===== config.mk =====
export PLATFORM = sky130hd
export DESIGN_NAME = arp_tbl_access_ctrl
export DESIGN_NICKNAME = d
export VERILOG_FILES = /design/src/rtl/arp_tbl_pkg.sv /design/src/rtl/arp_tbl_axil_regs.sv /design/src/rtl/arp_tbl_access_ctrl.sv
export SDC_FILE = /design/constraint.sdc
export NUM_CORES = 1
export LEC_CHECK = 0
export CORE_MARGIN = 1
export CORE_UTILIZATION = 40
export CTS_BUF_LIST = sky130_fd_sc_hd__clkbuf_2 sky130_fd_sc_hd__clkbuf_4 sky130_fd_sc_hd__clkbuf_8
export CTS_CLUSTER_SIZE = 16
export DETAILED_ROUTE_END_ITERATION = 7
export PLACE_DENSITY_LB_ADDON = 0.3
export SYNTH_ARGS = -nofsm -noshare
export SYNTH_HDL_FRONTEND = slang
export SYNTH_SLANG_ARGS = --single-unit
export TNS_END_PERCENT = 5

===== constraint.sdc =====
create_clock -name AXI_ACLK -period 3.1 [get_ports AXI_ACLK]
set_input_delay 0.775 -clock AXI_ACLK [delete_from_list [all_inputs] [get_ports AXI_ACLK]]
set_output_delay 0.775 -clock AXI_ACLK [all_outputs]
set_load 0.05 [all_outputs]

===== src/rtl/arp_tbl_pkg.sv =====
// Shared definitions for the ARP table access controller: register map,
// STATUS/CMD bit positions, FSM encoding and table entry field slices.
package arp_tbl_pkg;

  localparam int unsigned ENTRY_W = 96;

  // Register index = byte offset [4:2]
  localparam logic [2:0] REG_DATA0  = 3'd0;
  localparam logic [2:0] REG_DATA1  = 3'd1;
  localparam logic [2:0] REG_DATA2  = 3'd2;
  localparam logic [2:0] REG_ADDR   = 3'd3;
  localparam logic [2:0] REG_CMD    = 3'd4;
  localparam logic [2:0] REG_STATUS = 3'd5;
  localparam logic [2:0] REG_OPCNT  = 3'd6;

  localparam int unsigned ST_BUSY    = 0;
  localparam int unsigned ST_TIMEOUT = 1;
  localparam int unsigned ST_DONE    = 2;
  localparam int unsigned ST_DROPPED = 3;

  localparam int unsigned CMD_RD = 0;
  localparam int unsigned CMD_WR = 1;

  localparam logic [1:0] RESP_OKAY   = 2'b00;
  localparam logic [1:0] RESP_SLVERR = 2'b10;

  localparam int unsigned IP_LSB  = 0;
  localparam int unsigned IP_MSB  = 31;
  localparam int unsigned MAC_LSB = 32;
  localparam int unsigned MAC_MSB = 79;

  typedef enum logic [1:0] {
    S_IDLE     = 2'd0,
    S_ISSUE    = 2'd1,
    S_WAIT_ACK = 2'd2
  } state_t;

  function automatic logic [31:0] entry_ip(input logic [ENTRY_W-1:0] e);
    return e[IP_MSB:IP_LSB];
  endfunction

  function automatic logic [47:0] entry_mac(input logic [ENTRY_W-1:0] e);
    return e[MAC_MSB:MAC_LSB];
  endfunction

endpackage


===== src/rtl/arp_tbl_axil_regs.sv =====
// AXI4-Lite slave, address decode and register file for the ARP table
// access controller. Emits a registered start pulse on an accepted CMD write.
module arp_tbl_axil_regs
  import arp_tbl_pkg::*;
#(
  parameter int unsigned C_S_AXI_DATA_WIDTH = 32,
  parameter int unsigned C_S_AXI_ADDR_WIDTH = 32,
  parameter int unsigned C_TBL_ADDR_WIDTH   = 5
) (
  input  logic                            i_clk,
  input  logic                            i_rst_n,
  input  logic [C_S_AXI_ADDR_WIDTH-1:0]   i_awaddr,
  input  logic                            i_awvalid,
  output logic                            o_awready,
  input  logic [C_S_AXI_DATA_WIDTH-1:0]   i_wdata,
  input  logic [C_S_AXI_DATA_WIDTH/8-1:0] i_wstrb,
  input  logic                            i_wvalid,
  output logic                            o_wready,
  output logic [1:0]                      o_bresp,
  output logic                            o_bvalid,
  input  logic                            i_bready,
  input  logic [C_S_AXI_ADDR_WIDTH-1:0]   i_araddr,
  input  logic                            i_arvalid,
  output logic                            o_arready,
  output logic [C_S_AXI_DATA_WIDTH-1:0]   o_rdata,
  output logic [1:0]                      o_rresp,
  output logic                            o_rvalid,
  input  logic                            i_rready,
  input  logic                            i_busy,
  input  logic                            i_op_done,
  input  logic                            i_op_timeout,
  input  logic                            i_rd_capture,
  input  logic [ENTRY_W-1:0]              i_rd_entry,
  output logic                            o_start,
  output logic                            o_start_wr,
  output logic [C_TBL_ADDR_WIDTH-1:0]     o_tbl_addr,
  output logic [ENTRY_W-1:0]              o_entry
);

  logic [31:0]                 r_data0, r_data1, r_data2, r_opcnt;
  logic [C_TBL_ADDR_WIDTH-1:0] r_addr;
  logic                        r_timeout, r_done, r_dropped;
  logic                        r_start, r_start_wr;
  logic                        r_bvalid, r_rvalid;
  logic [1:0]                  r_bresp;
  logic [31:0]                 r_rdata;

  logic       w_wr_fire, w_wr_in, w_wr_guard, w_wr_drop, w_wr_ok;
  logic [2:0] w_wr_idx, w_rd_idx;
  logic       w_rd_fire, w_rd_in;
  logic [31:0] w_rd_val, w_status;
  logic       w_unused;

  assign w_unused = ^{i_wstrb, i_awaddr[1:0], i_araddr[1:0]};

  assign w_wr_fire  = i_awvalid & i_wvalid & ~r_bvalid;
  assign w_wr_idx   = i_awaddr[4:2];
  assign w_wr_in    = (i_awaddr[C_S_AXI_ADDR_WIDTH-1:5] == '0);
  assign w_wr_guard = w_wr_in & (w_wr_idx <= REG_CMD);
  assign w_wr_drop  = w_wr_fire & w_wr_guard & i_busy;
  assign w_wr_ok    = w_wr_fire & w_wr_in & ~w_wr_drop;

  assign w_rd_fire = i_arvalid & ~r_rvalid;
  assign w_rd_idx  = i_araddr[4:2];
  assign w_rd_in   = (i_araddr[C_S_AXI_ADDR_WIDTH-1:5] == '0);

  assign o_awready  = w_wr_fire;
  assign o_wready   = w_wr_fire;
  assign o_bvalid   = r_bvalid;
  assign o_bresp    = r_bresp;
  assign o_arready  = w_rd_fire;
  assign o_rvalid   = r_rvalid;
  assign o_rdata    = r_rdata;
  assign o_rresp    = RESP_OKAY;
  assign o_start    = r_start;
  assign o_start_wr = r_start_wr;
  assign o_tbl_addr = r_addr;
  assign o_entry    = {r_data2, r_data1, r_data0};

  always_ff @(posedge i_clk or negedge i_rst_n) begin
    if (!i_rst_n) begin
      r_bvalid <= 1'b0;
      r_bresp  <= RESP_OKAY;
    end else if (w_wr_fire) begin
      r_bvalid <= 1'b1;
      r_bresp  <= w_wr_drop ? RESP_SLVERR : RESP_OKAY;
    end else if (i_bready) begin
      r_bvalid <= 1'b0;
    end
  end

  // Read capture and register writes never coincide: writes are dropped while busy
  always_ff @(posedge i_clk or negedge i_rst_n) begin
    if (!i_rst_n) begin
      r_data0 <= '0;
      r_data1 <= '0;
      r_data2 <= '0;
      r_addr  <= '0;
    end else if (i_rd_capture) begin
      r_data0 <= i_rd_entry[31:0];
      r_data1 <= i_rd_entry[63:32];
      r_data2 <= i_rd_entry[95:64];
    end else if (w_wr_ok) begin
      case (w_wr_idx)
        REG_DATA0: r_data0 <= i_wdata;
        REG_DATA1: r_data1 <= i_wdata;
        REG_DATA2: r_data2 <= i_wdata;
        REG_ADDR:  r_addr  <= i_wdata[C_TBL_ADDR_WIDTH-1:0];
        default:   ;
      endcase
    end
  end

  always_ff @(posedge i_clk or negedge i_rst_n) begin
    if (!i_rst_n) begin
      r_start    <= 1'b0;
      r_start_wr <= 1'b0;
    end else begin
      r_start <= w_wr_ok & (w_wr_idx == REG_CMD) & (i_wdata[CMD_RD] | i_wdata[CMD_WR]);
      if (w_wr_ok && (w_wr_idx == REG_CMD))
        r_start_wr <= i_wdata[CMD_WR];
    end
  end

  always_ff @(posedge i_clk or negedge i_rst_n) begin
    if (!i_rst_n) begin
      r_timeout <= 1'b0;
      r_done    <= 1'b0;
      r_dropped <= 1'b0;
      r_opcnt   <= '0;
    end else begin
      if (w_wr_ok && (w_wr_idx == REG_STATUS)) begin
        r_timeout <= 1'b0;
        r_done    <= 1'b0;
        r_dropped <= 1'b0;
      end
      if (r_start)      r_done    <= 1'b0;
      if (i_op_done)    r_done    <= 1'b1;
      if (i_op_timeout) r_timeout <= 1'b1;
      if (w_wr_drop)    r_dropped <= 1'b1;
      if (i_op_done)    r_opcnt   <= r_opcnt + 32'd1;
    end
  end

  always_comb begin
    w_status             = '0;
    w_status[ST_BUSY]    = i_busy;
    w_status[ST_TIMEOUT] = r_timeout;
    w_status[ST_DONE]    = r_done;
    w_status[ST_DROPPED] = r_dropped;
    w_rd_val             = '0;
    if (w_rd_in) begin
      case (w_rd_idx)
        REG_DATA0:  w_rd_val = r_data0;
        REG_DATA1:  w_rd_val = r_data1;
        REG_DATA2:  w_rd_val = r_data2;
        REG_ADDR:   w_rd_val = {{(32-C_TBL_ADDR_WIDTH){1'b0}}, r_addr};
        REG_STATUS: w_rd_val = w_status;
        REG_OPCNT:  w_rd_val = r_opcnt;
        default:    w_rd_val = '0;
      endcase
    end
  end

  always_ff @(posedge i_clk or negedge i_rst_n) begin
    if (!i_rst_n) begin
      r_rvalid <= 1'b0;
      r_rdata  <= '0;
    end else if (w_rd_fire) begin
      r_rvalid <= 1'b1;
      r_rdata  <= w_rd_val;
    end else if (i_rready) begin
      r_rvalid <= 1'b0;
    end
  end

endmodule


===== src/rtl/arp_tbl_access_ctrl.sv =====
// CPU-side ARP table initiator: AXI-Lite registers drive one-cycle table
// req pulses and wait for the matching ack. Optional macro: ARP_TBL_TIMEOUT_EN.
module arp_tbl_access_ctrl
  import arp_tbl_pkg::*;
#(
  parameter int unsigned C_S_AXI_DATA_WIDTH = 32,
  parameter int unsigned C_S_AXI_ADDR_WIDTH = 32,
  parameter int unsigned C_TBL_ADDR_WIDTH   = 5,
  parameter int unsigned C_ACK_TIMEOUT      = 16
) (
  input  logic                            AXI_ACLK,
  input  logic                            AXI_RESETN,
  input  logic [C_S_AXI_ADDR_WIDTH-1:0]   S_AXI_AWADDR,
  input  logic                            S_AXI_AWVALID,
  output logic                            S_AXI_AWREADY,
  input  logic [C_S_AXI_DATA_WIDTH-1:0]   S_AXI_WDATA,
  input  logic [C_S_AXI_DATA_WIDTH/8-1:0] S_AXI_WSTRB,
  input  logic                            S_AXI_WVALID,
  output logic                            S_AXI_WREADY,
  output logic [1:0]                      S_AXI_BRESP,
  output logic                            S_AXI_BVALID,
  input  logic                            S_AXI_BREADY,
  input  logic [C_S_AXI_ADDR_WIDTH-1:0]   S_AXI_ARADDR,
  input  logic                            S_AXI_ARVALID,
  output logic                            S_AXI_ARREADY,
  output logic [C_S_AXI_DATA_WIDTH-1:0]   S_AXI_RDATA,
  output logic [1:0]                      S_AXI_RRESP,
  output logic                            S_AXI_RVALID,
  input  logic                            S_AXI_RREADY,
  output logic                            tbl_wr_req,
  output logic                            tbl_rd_req,
  output logic [C_TBL_ADDR_WIDTH-1:0]     tbl_wr_addr,
  output logic [C_TBL_ADDR_WIDTH-1:0]     tbl_rd_addr,
  output logic [ENTRY_W-1:0]              tbl_wr_data,
  input  logic [ENTRY_W-1:0]              tbl_rd_data,
  input  logic                            tbl_wr_ack,
  input  logic                            tbl_rd_ack
);

  state_t r_state, w_next;

  logic                        r_op_wr;
  logic [C_TBL_ADDR_WIDTH-1:0] r_tbl_addr;
  logic [ENTRY_W-1:0]          r_tbl_wr_data;

  logic                        w_start, w_start_wr;
  logic [C_TBL_ADDR_WIDTH-1:0] w_reg_addr;
  logic [ENTRY_W-1:0]          w_reg_entry;
  logic w_issue, w_active, w_ack, w_op_done, w_op_timeout, w_rd_capture, w_busy;
  logic w_unused;

  assign w_unused = ^C_ACK_TIMEOUT;

  arp_tbl_axil_regs #(
    .C_S_AXI_DATA_WIDTH (C_S_AXI_DATA_WIDTH),
    .C_S_AXI_ADDR_WIDTH (C_S_AXI_ADDR_WIDTH),
    .C_TBL_ADDR_WIDTH   (C_TBL_ADDR_WIDTH)
  ) u_regs (
    .i_clk        (AXI_ACLK),
    .i_rst_n      (AXI_RESETN),
    .i_awaddr     (S_AXI_AWADDR),
    .i_awvalid    (S_AXI_AWVALID),
    .o_awready    (S_AXI_AWREADY),
    .i_wdata      (S_AXI_WDATA),
    .i_wstrb      (S_AXI_WSTRB),
    .i_wvalid     (S_AXI_WVALID),
    .o_wready     (S_AXI_WREADY),
    .o_bresp      (S_AXI_BRESP),
    .o_bvalid     (S_AXI_BVALID),
    .i_bready     (S_AXI_BREADY),
    .i_araddr     (S_AXI_ARADDR),
    .i_arvalid    (S_AXI_ARVALID),
    .o_arready    (S_AXI_ARREADY),
    .o_rdata      (S_AXI_RDATA),
    .o_rresp      (S_AXI_RRESP),
    .o_rvalid     (S_AXI_RVALID),
    .i_rready     (S_AXI_RREADY),
    .i_busy       (w_busy),
    .i_op_done    (w_op_done),
    .i_op_timeout (w_op_timeout),
    .i_rd_capture (w_rd_capture),
    .i_rd_entry   (tbl_rd_data),
    .o_start      (w_start),
    .o_start_wr   (w_start_wr),
    .o_tbl_addr   (w_reg_addr),
    .o_entry      (w_reg_entry)
  );

  always_ff @(posedge AXI_ACLK or negedge AXI_RESETN) begin
    if (!AXI_RESETN) r_state <= S_IDLE;
    else             r_state <= w_next;
  end

  always_comb begin
    w_next = r_state;
    case (r_state)
      S_IDLE:     if (w_start) w_next = S_ISSUE;
      S_ISSUE:    w_next = w_op_done ? S_IDLE : S_WAIT_ACK;
      S_WAIT_ACK: if (w_op_done || w_op_timeout) w_next = S_IDLE;
      default:    w_next = S_IDLE;
    endcase
  end

  // Busy covers the pending start pulse so no register write slips in before ISSUE
  always_comb begin
    w_issue      = (r_state == S_ISSUE);
    w_active     = w_issue | (r_state == S_WAIT_ACK);
    w_ack        = r_op_wr ? tbl_wr_ack : tbl_rd_ack;
    w_op_done    = w_active & w_ack;
    w_rd_capture = w_op_done & ~r_op_wr;
    w_busy       = (r_state != S_IDLE) | w_start;
    tbl_wr_req   = w_issue & r_op_wr;
    tbl_rd_req   = w_issue & ~r_op_wr;
  end

  always_ff @(posedge AXI_ACLK or negedge AXI_RESETN) begin
    if (!AXI_RESETN) begin
      r_op_wr       <= 1'b0;
      r_tbl_addr    <= '0;
      r_tbl_wr_data <= '0;
    end else if ((r_state == S_IDLE) && w_start) begin
      r_op_wr       <= w_start_wr;
      r_tbl_addr    <= w_reg_addr;
      r_tbl_wr_data <= w_reg_entry;
    end
  end

  assign tbl_wr_addr = r_tbl_addr;
  assign tbl_rd_addr = r_tbl_addr;
  assign tbl_wr_data = r_tbl_wr_data;

`ifdef ARP_TBL_TIMEOUT_EN
  localparam int unsigned TO_W = $clog2(C_ACK_TIMEOUT) + 1;
  logic [TO_W-1:0] r_to_cnt;

  // The ISSUE cycle counts as the first ack-less cycle
  always_ff @(posedge AXI_ACLK or negedge AXI_RESETN) begin
    if (!AXI_RESETN)                  r_to_cnt <= '0;
    else if (r_state == S_ISSUE)      r_to_cnt <= TO_W'(1);
    else if (r_state == S_WAIT_ACK)   r_to_cnt <= r_to_cnt + TO_W'(1);
  end

  assign w_op_timeout = (r_state == S_WAIT_ACK) & ~w_ack &
                        (r_to_cnt == TO_W'(C_ACK_TIMEOUT - 1));
`else
  assign w_op_timeout = 1'b0;
`endif

endmodule


==> results of run 1 <==
final cells by class:
class	instances	area (µm²)	area share, %
clock buffers	82	1022	5.797
well taps	396	495.5	2.810
inverters	8	30.03	0.1703
flip-flops and latches	276	6907	39.17
multi-input cells	702	5221	29.61
clock inverters	7	42.54	0.2412
repair buffers	379	3916	22.21
repair_timing:
action                                 CTS  global route
resized for setup                        0             2
setup endpoints to repair                0             2
endpoints found under the hold margin    0             0
worst max-delay path by stage:
stage                              end  slack (ns)  depth (start not counted)
floorplan           u_regs.r_data1[11]        0.52                          7
global placement    u_regs.r_data1[21]        0.12                          7
detailed placement  u_regs.r_data0[14]        0.06                          7
CTS                         tbl_rd_req        0.03                          4
global route                tbl_rd_req        0.34                          4
finish                      tbl_rd_req        0.47                          4
per-layer routing:
layer	vias up	GRT usage, %
li1	4511	-
met1	4910	31.22
met4	0	5.862
met3	54	4.792
met2	313	37.10
met5	-	0
kinds of logic after synthesis:
group	count (synthesis)	synth area share [%]
adders and majority gates	5	0.5006
DFF	276	55.26
buffers and inverters	80	3.274
other	1	0.03000
muxes	204	17.84
AOI/OAI and AO/OA	201	9.941
and+or+nand+nor	258	10.98
xor gates and xnor gates	31	2.172
Yosys cell counts (2+ instances only):
master | instances | area share, %
and2_1 | 3 | 0.15
a31oi_1 | 8 | 0.40
nor3b_2 | 2 | 0.20
mux2_2 | 110 | 9.9
nor4_1 | 8 | 0.40
nand4_1 | 12 | 0.60
xnor2_1 | 28 | 2.0
and4_1 | 6 | 0.42
o21ai_0 | 41 | 1.6
and3_1 | 6 | 0.30
inv_1 | 8 | 0.24
nand3b_1 | 2 | 0.12
a21oi_1 | 91 | 3.6
nand3_1 | 15 | 0.60
nand4_4 | 2 | 0.34
nor3b_1 | 2 | 0.12
mux4_2 | 4 | 0.72
nand2b_1 | 3 | 0.15
nor2_1 | 101 | 3.0
nor4_4 | 9 | 1.5
buf_2 | 6 | 0.24
clkbuf_1 | 47 | 1.4
ha_1 | 5 | 0.50
buf_4 | 9 | 0.54
mux2i_1 | 90 | 7.2
or2_2 | 2 | 0.10
a221oi_1 | 27 | 1.9
a22oi_1 | 3 | 0.18
dfrtp_1 | 276 | 55
a22o_1 | 27 | 1.9
nand2_1 | 71 | 2.1
nor2b_1 | 5 | 0.25
nor3_1 | 4 | 0.16
xor2_1 | 3 | 0.21
buf_6 | 9 | 0.81
per-stage QoR:
stage	cells	total power, mW	utilization (%)	worst slack, ns
after floorplan	1058	6.262	-	0.5202
after global placement	1761	7.156	54.01	0.1241
after detailed placement	1761	7.258	54.01	0.06445
after CTS	1850	10.85	57.48	0.02948
after global routing	1850	11.36	57.50	0.3401
final	1850	10.75	57.50	0.4723
registers in the layout (all words and copies together) (netlist names):
name and count:
u_regs.o_tbl_addr 5, u_regs.o_start_wr 1, u_regs.r_data2 32, u_regs.r_done 1, u_regs.o_rvalid 1, u_regs.o_start 1
r_op_wr 1, tbl_wr_data 96, u_regs.r_data0 32, r_state 2, u_regs.r_opcnt 32, tbl_rd_addr 5
u_regs.o_rdata 32, u_regs.o_bresp 1, u_regs.o_bvalid 1, u_regs.r_data1 32, u_regs.r_dropped 1
power breakdown:
group,internal [mW],switching (mW)
sequential,4.29,0.560
clock,2.08,1.49
combinational,1.09,1.25
==> results.cfg, run 1 <==
[finish]
stdcell_area_um2 = 17630
layout_common_cells = clkdlybuf4s50_1, dfrtp_1, mux2_2
final_nets = 1625
diodes = 0
layout_commonest_cell = clkdlybuf4s50_1
drive_gt1_share_pct = 18.36
area_growth_pct = 41.10
n_fill_cell = 2635

[yosys]
syn_avg_cell_area_um2 = 11.84
postSynthCellCount = 1056
netlist_area_um2 = 12500
async_reset_ff_share_pct = 100.0
synth-seq-cells = 276
synth_edf_count = 0
synthFlopType = dfrtp_1
seq_area_frac_synth_pct = 55.26
yosys_warnings = 0
ys_types = 46

[setup_path]
reg2reg_to = u_regs.r_data2[19]
crit_slowest_cell = dlymetal6s2s_1
crit_arrival_ns = 1.85
crit_path_start_kind = flop
crit_type = reg -> out
cp-end-kind = output pin
startpoint = r_state[1]
critical_path_buf_inv_count = 2
rr_worst_depth = 8
cp.required_ns = 2.32
cp_top_family = buffers and inverters
path_cells = inv_1 > ha_1 > nor2b_1 > dlymetal6s2s_1
cpPeakStageDelay_ns = 0.42
critPathMaxFanout = 3
r2r_start = r_state[1]
rrSetupSlack_ns = 0.73

[cts]
cts.sinks = 276
htree_num_levels = 2
clk_latency_ns = 0.55
cts_tree = yes
path_clk_slew_ns = 0.06
clockBufferDepth = 3
ctsHoldBuffers = 0
cts_made_buffers = 48
root_buffer = clkbuf_8
cts_setup_buffers = 0

[floorplan]
die_y_um = 178.8
dieWidth_um = 178.8
initial_core_util_pct = 40.75
row_count = 64
coreArea_um2 = 30670
floorplan.die_area_um2 = 31960
pin_count = 354

[route]
wl_met1_um = 16140
dr_total_vias = 9788
wl_per_cell_um = 19.64
top_layer = met4
routed-wl-met3_um = 2161
antenna_left = 0
routed_wirelength_um = 36330
detail_route.vias_per_cell = 5.291
drc = 0
met2_length_um = 17410
dr.pass1.iters = 5
drt_first_iter_violations = 474

[timing]
slew_viol_final = 0
period_share_pct = 84.77
finalSetupTns_ns = 0
worst_pin_slew_ns = 0.9533
fin_hold_ws_ns = 0.2056
max_slew_margin_pct = 36.31
clock.fmax_mhz = 380.6
skew_ns = 0.01070
setup_viol = 0
fin_crit_ns = 2.628
rsz0062_at_grt = no
final-hold-violation-count = 0

[place]
place.gp.congestion = 0.7933
dpl.hpwl_um = 25240
place_area_um2 = 16560
io_buffers = 342

[global_routing]
grt_max_degree = 78
grt.overflow.total = 0
grt_pass1_wl_um = 56500
grt_pass1_vias = 9993
grtUsageTotal_pct = 22.91
antenna_found_initial = 0

[power]
p_leak_nw = 7.576
peakVddDrop_v = 0.0004076
power_density_nw_per_um2 = 609.7

[run]
cap_violations = 0

[worst_hold_path]
worstHoldPathType = in -> async

[outcome]
outcome = complete, no violations
No activity file was read; power rests on OpenSTA's default activity.
==> run 2, diff against run 1 <==
==> constraint.sdc (replaced) <==
create_clock -name AXI_ACLK -period 2.3 [get_ports AXI_ACLK]
set_input_delay 0.575 -clock AXI_ACLK [delete_from_list [all_inputs] [get_ports AXI_ACLK]]
set_output_delay 0.575 -clock AXI_ACLK [all_outputs]
set_load 0.05 [all_outputs]
==> results.cfg, run 2 (synthesis gave the netlist of run 1 again) <==
[route]
routed_wirelength_um = 38420
dr_total_vias = 9934
drt_first_iter_violations = 581
drc = 0
detail_route.vias_per_cell = 5.245
wl_per_cell_um = 20.29
antenna_left = 0
dr.pass1.iters = 5

[cts]
clockBufferDepth = 3
cts_tree = yes
clk_latency_ns = 0.56
htree_num_levels = 2
path_clk_slew_ns = 0.06
cts.sinks = 276
root_buffer = clkbuf_8
cts_made_buffers = 47

[global_routing]
grt_pass1_vias = 10170
antenna_found_initial = 1
grt.overflow.total = 0
grtUsageTotal_pct = 23.57
grt_pass1_wl_um = 57510
grt_max_degree = 91

[timing]
fin_hold_ws_ns = 0.4753
setup_viol = 0
max_slew_margin_pct = 61.28
slew_viol_final = 0
final-hold-violation-count = 0
rsz0062_at_grt = yes
worst_pin_slew_ns = 0.5831
fin_crit_ns = 2.255
clock.fmax_mhz = 443.4
period_share_pct = 98.05
skew_ns = 0.02882
setup_ws_ns = 0.04488

[power]
peakVddDrop_v = 0.0004778
p_leak_nw = 8.588
power_density_nw_per_um2 = 804.1

[place]
preCtsSetupSlack_ns = -0.5452
place.gp.congestion = 0.8204
dpl.hpwl_um = 26610
io_buffers = 342

[finish]
layout_common_cells = dfrtp_1, clkdlybuf4s50_1, dlygate4sd2_1
drive_gt1_share_pct = 21.18
area_growth_pct = 43.45
layout_commonest_cell = dfrtp_1
largest_reg_flops = 96
final_nets = 1672

[setup_path]
crit_type = reg -> out
cpPeakStageDelay_ns = 0.80
critPathMaxFanout = 2
cp.required_ns = 1.73
critical_path_buf_inv_count = 1
cp_top_family = buffers and inverters
crit_slowest_cell = clkdlybuf4s50_1
crit_path_start_kind = flop
cp-end-kind = output pin
path_cells = clkdlybuf4s50_1
crit_arrival_ns = 1.68

[outcome]
outcome = complete, no violations

[run]
cap_violations = 0

[floorplan]
row_count = 64
pin_count = 354
die_y_um = 178.8
initial_core_util_pct = 40.75
coreArea_um2 = 30670
floorplan.die_area_um2 = 31960
dieWidth_um = 178.8

[worst_hold_path]
worstHoldPathType = reg -> reg
[run 2: cell type report]
type                            instances  area (µm²)
Timing Repair Buffer                  427        4280
Clock inverter                          6       36.28
Multi-Input combinational cell        702        5231
Sequential cell                       276        6907
Antenna cell                            1       2.502
Tap cell                              396       495.5
Clock buffer                           78       942.2
Inverter                                8       33.78
Fill cell                            2643       12740
[run 2: tightest hold or removal path: stages (launching register included)]
cell     delay (ns)
dfrtp_1        0.33
nand2_1        0.04
o21ai_0        0.06
[run 2: repair_timing]
action | in CTS | in global routing
endpoints found under the setup margin | 150 | 68
hold buffers | 1 | 0
setup buffers | 0 | 5
pin swaps | 0 | 6
resized for setup | 129 | 18
gates cloned | 0 | 3
hold endpoints to repair | 42 | 0
[run 2: where the power goes]
part / switching (mW) / leakage (nW) / internal, mW
clock: 1.97 / 0.527 / 2.58
combinational: 1.71 / 4.51 / 1.59
sequential: 0.791 / 3.55 / 5.78
[run 2: path summary, 6_finish.rpt]
check / slack [ns] / cells after the start / from / end
worst max register to register: 0.16 / 9 / r_state[0] / u_regs.r_data1[2]
max in group asynchronous: 0.98 / 3 / AXI_RESETN / u_regs.r_data2[3]
worst max-delay path: 0.04 / 1 / tbl_wr_data[68] / tbl_wr_data[68]
min in group asynchronous: 0.58 / 2 / AXI_RESETN / u_regs.r_data0[11]
worst min-delay path: 0.48 / 2 / u_regs.o_rdata[20] / u_regs.o_rdata[20]
worst min register to register: 0.48 / 2 / u_regs.o_rdata[20] / u_regs.o_rdata[20]
[run 2: stage by stage]
step	cells	util [%]	setup TNS (ns)	power, mW	instance area, µm²
2_1_floorplan	1058	-	-1.024	8.442	12510
3_3_place_gp	1800	55.23	-57.49	9.780	16940
3_5_place_dp	1800	55.23	-58.94	9.918	16940
4_1_cts	1885	57.95	0	14.51	17770
5_1_grt	1893	58.45	-0.005961	15.23	17930
6_report	1894	58.46	0	14.42	17930
[run 2: routing by layer]
layer,GRT usage (%),part of all wire [%]
met1,30.47,42
met2,39.87,49
met4,6.850,1.8
met3,4.729,6.4
met5,0,0
==> run 3, diff against run 2 <==
==> constraint.sdc (replaced) <==
create_clock -name AXI_ACLK -period 2.25 [get_ports AXI_ACLK]
set_input_delay 0.5625 -clock AXI_ACLK [delete_from_list [all_inputs] [get_ports AXI_ACLK]]
set_output_delay 0.5625 -clock AXI_ACLK [all_outputs]
set_load 0.05 [all_outputs]
==> results.cfg, run 3 (synthesis gave the netlist of run 1 again) <==
[finish]
final_nets = 1675
area_growth_pct = 43.70
layout_commonest_cell = dfrtp_1
n_fill_cell = 2607
layout_common_cells = dfrtp_1, clkdlybuf4s50_1, dlygate4sd2_1
drive_gt1_share_pct = 21.79
largest_reg_flops = 96

[setup_path]
crit_type = reg -> out
crit_arrival_ns = 1.63
crit_slowest_cell = dfrtp_1
critical_path_buf_inv_count = 3
critPathMaxFanout = 3
cpPeakStageDelay_ns = 0.39
cp-end-kind = output pin
path_cells = inv_1 > buf_4 > ha_2 > nor2b_4 > buf_12
crit_path_start_kind = flop
cp_top_family = flip-flops
cp.required_ns = 1.69

[route]
dr.pass1.iters = 5
dr_total_vias = 10100
drt_first_iter_violations = 561
routed_wirelength_um = 37710
antenna_left = 0
detail_route.vias_per_cell = 5.319
drc = 0
wl_per_cell_um = 19.86

[timing]
max_slew_margin_pct = 61.94
worst_pin_slew_ns = 0.5732
setup_viol = 0
rsz0062_at_grt = yes
skew_ns = 0.02480
period_share_pct = 97.45
fin_crit_ns = 2.193
clock.fmax_mhz = 456.1
final-hold-violation-count = 0
fin_hold_ws_ns = 0.4727
slew_viol_final = 0

[place]
dpl.hpwl_um = 27100
io_buffers = 342
place.gp.congestion = 0.8201

[global_routing]
grt_max_degree = 91
grt_pass1_vias = 10450
grtUsageTotal_pct = 23.95
grt.overflow.total = 0
grt_pass1_wl_um = 58440
antenna_found_initial = 2

[cts]
root_buffer = clkbuf_8
path_clk_slew_ns = 0.06
cts_made_buffers = 48
cts.sinks = 276
clk_latency_ns = 0.56
clockBufferDepth = 3
cts_tree = yes
htree_num_levels = 2

[floorplan]
row_count = 64
dieWidth_um = 178.8
floorplan.die_area_um2 = 31960
die_y_um = 178.8
pin_count = 354
coreArea_um2 = 30670
initial_core_util_pct = 40.75

[power]
power_density_nw_per_um2 = 841.5
power_mw = 15.11
peakVddDrop_v = 0.0004806
p_leak_nw = 8.500

[worst_hold_path]
worstHoldPathType = reg -> reg

[outcome]
outcome = complete, no violations

[run]
cap_violations = 0
run 3: cell types whose count changed in the layout (fill, tap and decap cells not counted), moves of 3 or more:
cell / before / now
dlymetal6s2s_1: 11 / 2
clkbuf_8: 57 / 66
clkdlybuf4s50_1: 196 / 193
clkbuf_16: 3 / 0
buf_4: 62 / 71
clkbuf_4: 21 / 14
dlygate4sd2_1: 127 / 135
run 3: worst min-delay path, delay by kind of cell, from the launching register on:
kind            cells  cell delay, ns
flops               1            0.34
compound gates      1            0.06
simple gates        1            0.04
run 3: layout make-up:
| type | count | area, µm² | share of cell area [%] |
|---|---|---|---|
| antenna | 2 | 5.005 | 0.02787 |
| clock buffer | 80 | 1013 | 5.643 |
| clock inverter | 6 | 71.32 | 0.3971 |
| inverter | 8 | 33.78 | 0.1881 |
| multi-input combinational | 702 | 5243 | 29.19 |
| sequential | 276 | 6907 | 38.46 |
| tap | 396 | 495.5 | 2.759 |
| timing repair buffer | 429 | 4192 | 23.34 |
run 3: final timing paths:
check | cells past startpoint | end | slack (ns) | from
setup / recovery | 5 | tbl_rd_req | 0.06 | r_state[1]
hold / removal | 2 | u_regs.o_rdata[15] | 0.47 | u_regs.o_rdata[15]
setup reg to reg | 10 | u_regs.r_data0[20] | 0.12 | r_state[0]
hold reg to reg | 2 | u_regs.o_rdata[15] | 0.47 | u_regs.o_rdata[15]
max in group asynchronous | 3 | u_regs.r_data1[7] | 1.06 | AXI_RESETN
min in group asynchronous | 2 | tbl_wr_data[37] | 0.55 | AXI_RESETN
run 3: what timing repair did:
item / 4_1_cts / 5_1_grt
hold endpoints to repair: 49 / 0
pin swaps: 0 / 5
resized for setup: 139 / 8
buffers inserted: 0 / 2
endpoints found under the setup margin: 142 / 95
hold buffers: 1 / 0
run 3: metal layers:
metal,GRT usage [%],wire [µm],vias to the layer above
met5,0,0,-
met4,6.250,694,0
met3,4.517,2373,53
met2,41.60,18830,351
met1,30.52,15810,5079
li1,-,-,4618
run 3: per-stage QoR:
step | util (%) | TNS, ns | setup slack (ns) | area (µm²) | cells
2_1_floorplan | - | -4.017 | -0.08416 | 12510 | 1058
3_3_place_gp | 55.35 | -59.56 | -0.5327 | 16980 | 1808
3_5_place_dp | 55.35 | -62.61 | -0.5838 | 16980 | 1808
4_1_cts | 58.42 | -0.006970 | -0.006970 | 17920 | 1895
5_1_grt | 58.55 | -0.07500 | -0.03744 | 17960 | 1898
6_report | 58.56 | 0 | 0.05748 | 17960 | 1899
run 3: report_power, final:
part | total (mW) | internal, mW | switching [mW]
Combinational | 3.41 | 1.67 | 1.75
Sequential | 6.70 | 5.91 | 0.794
Clock | 5.00 | 2.95 | 2.05
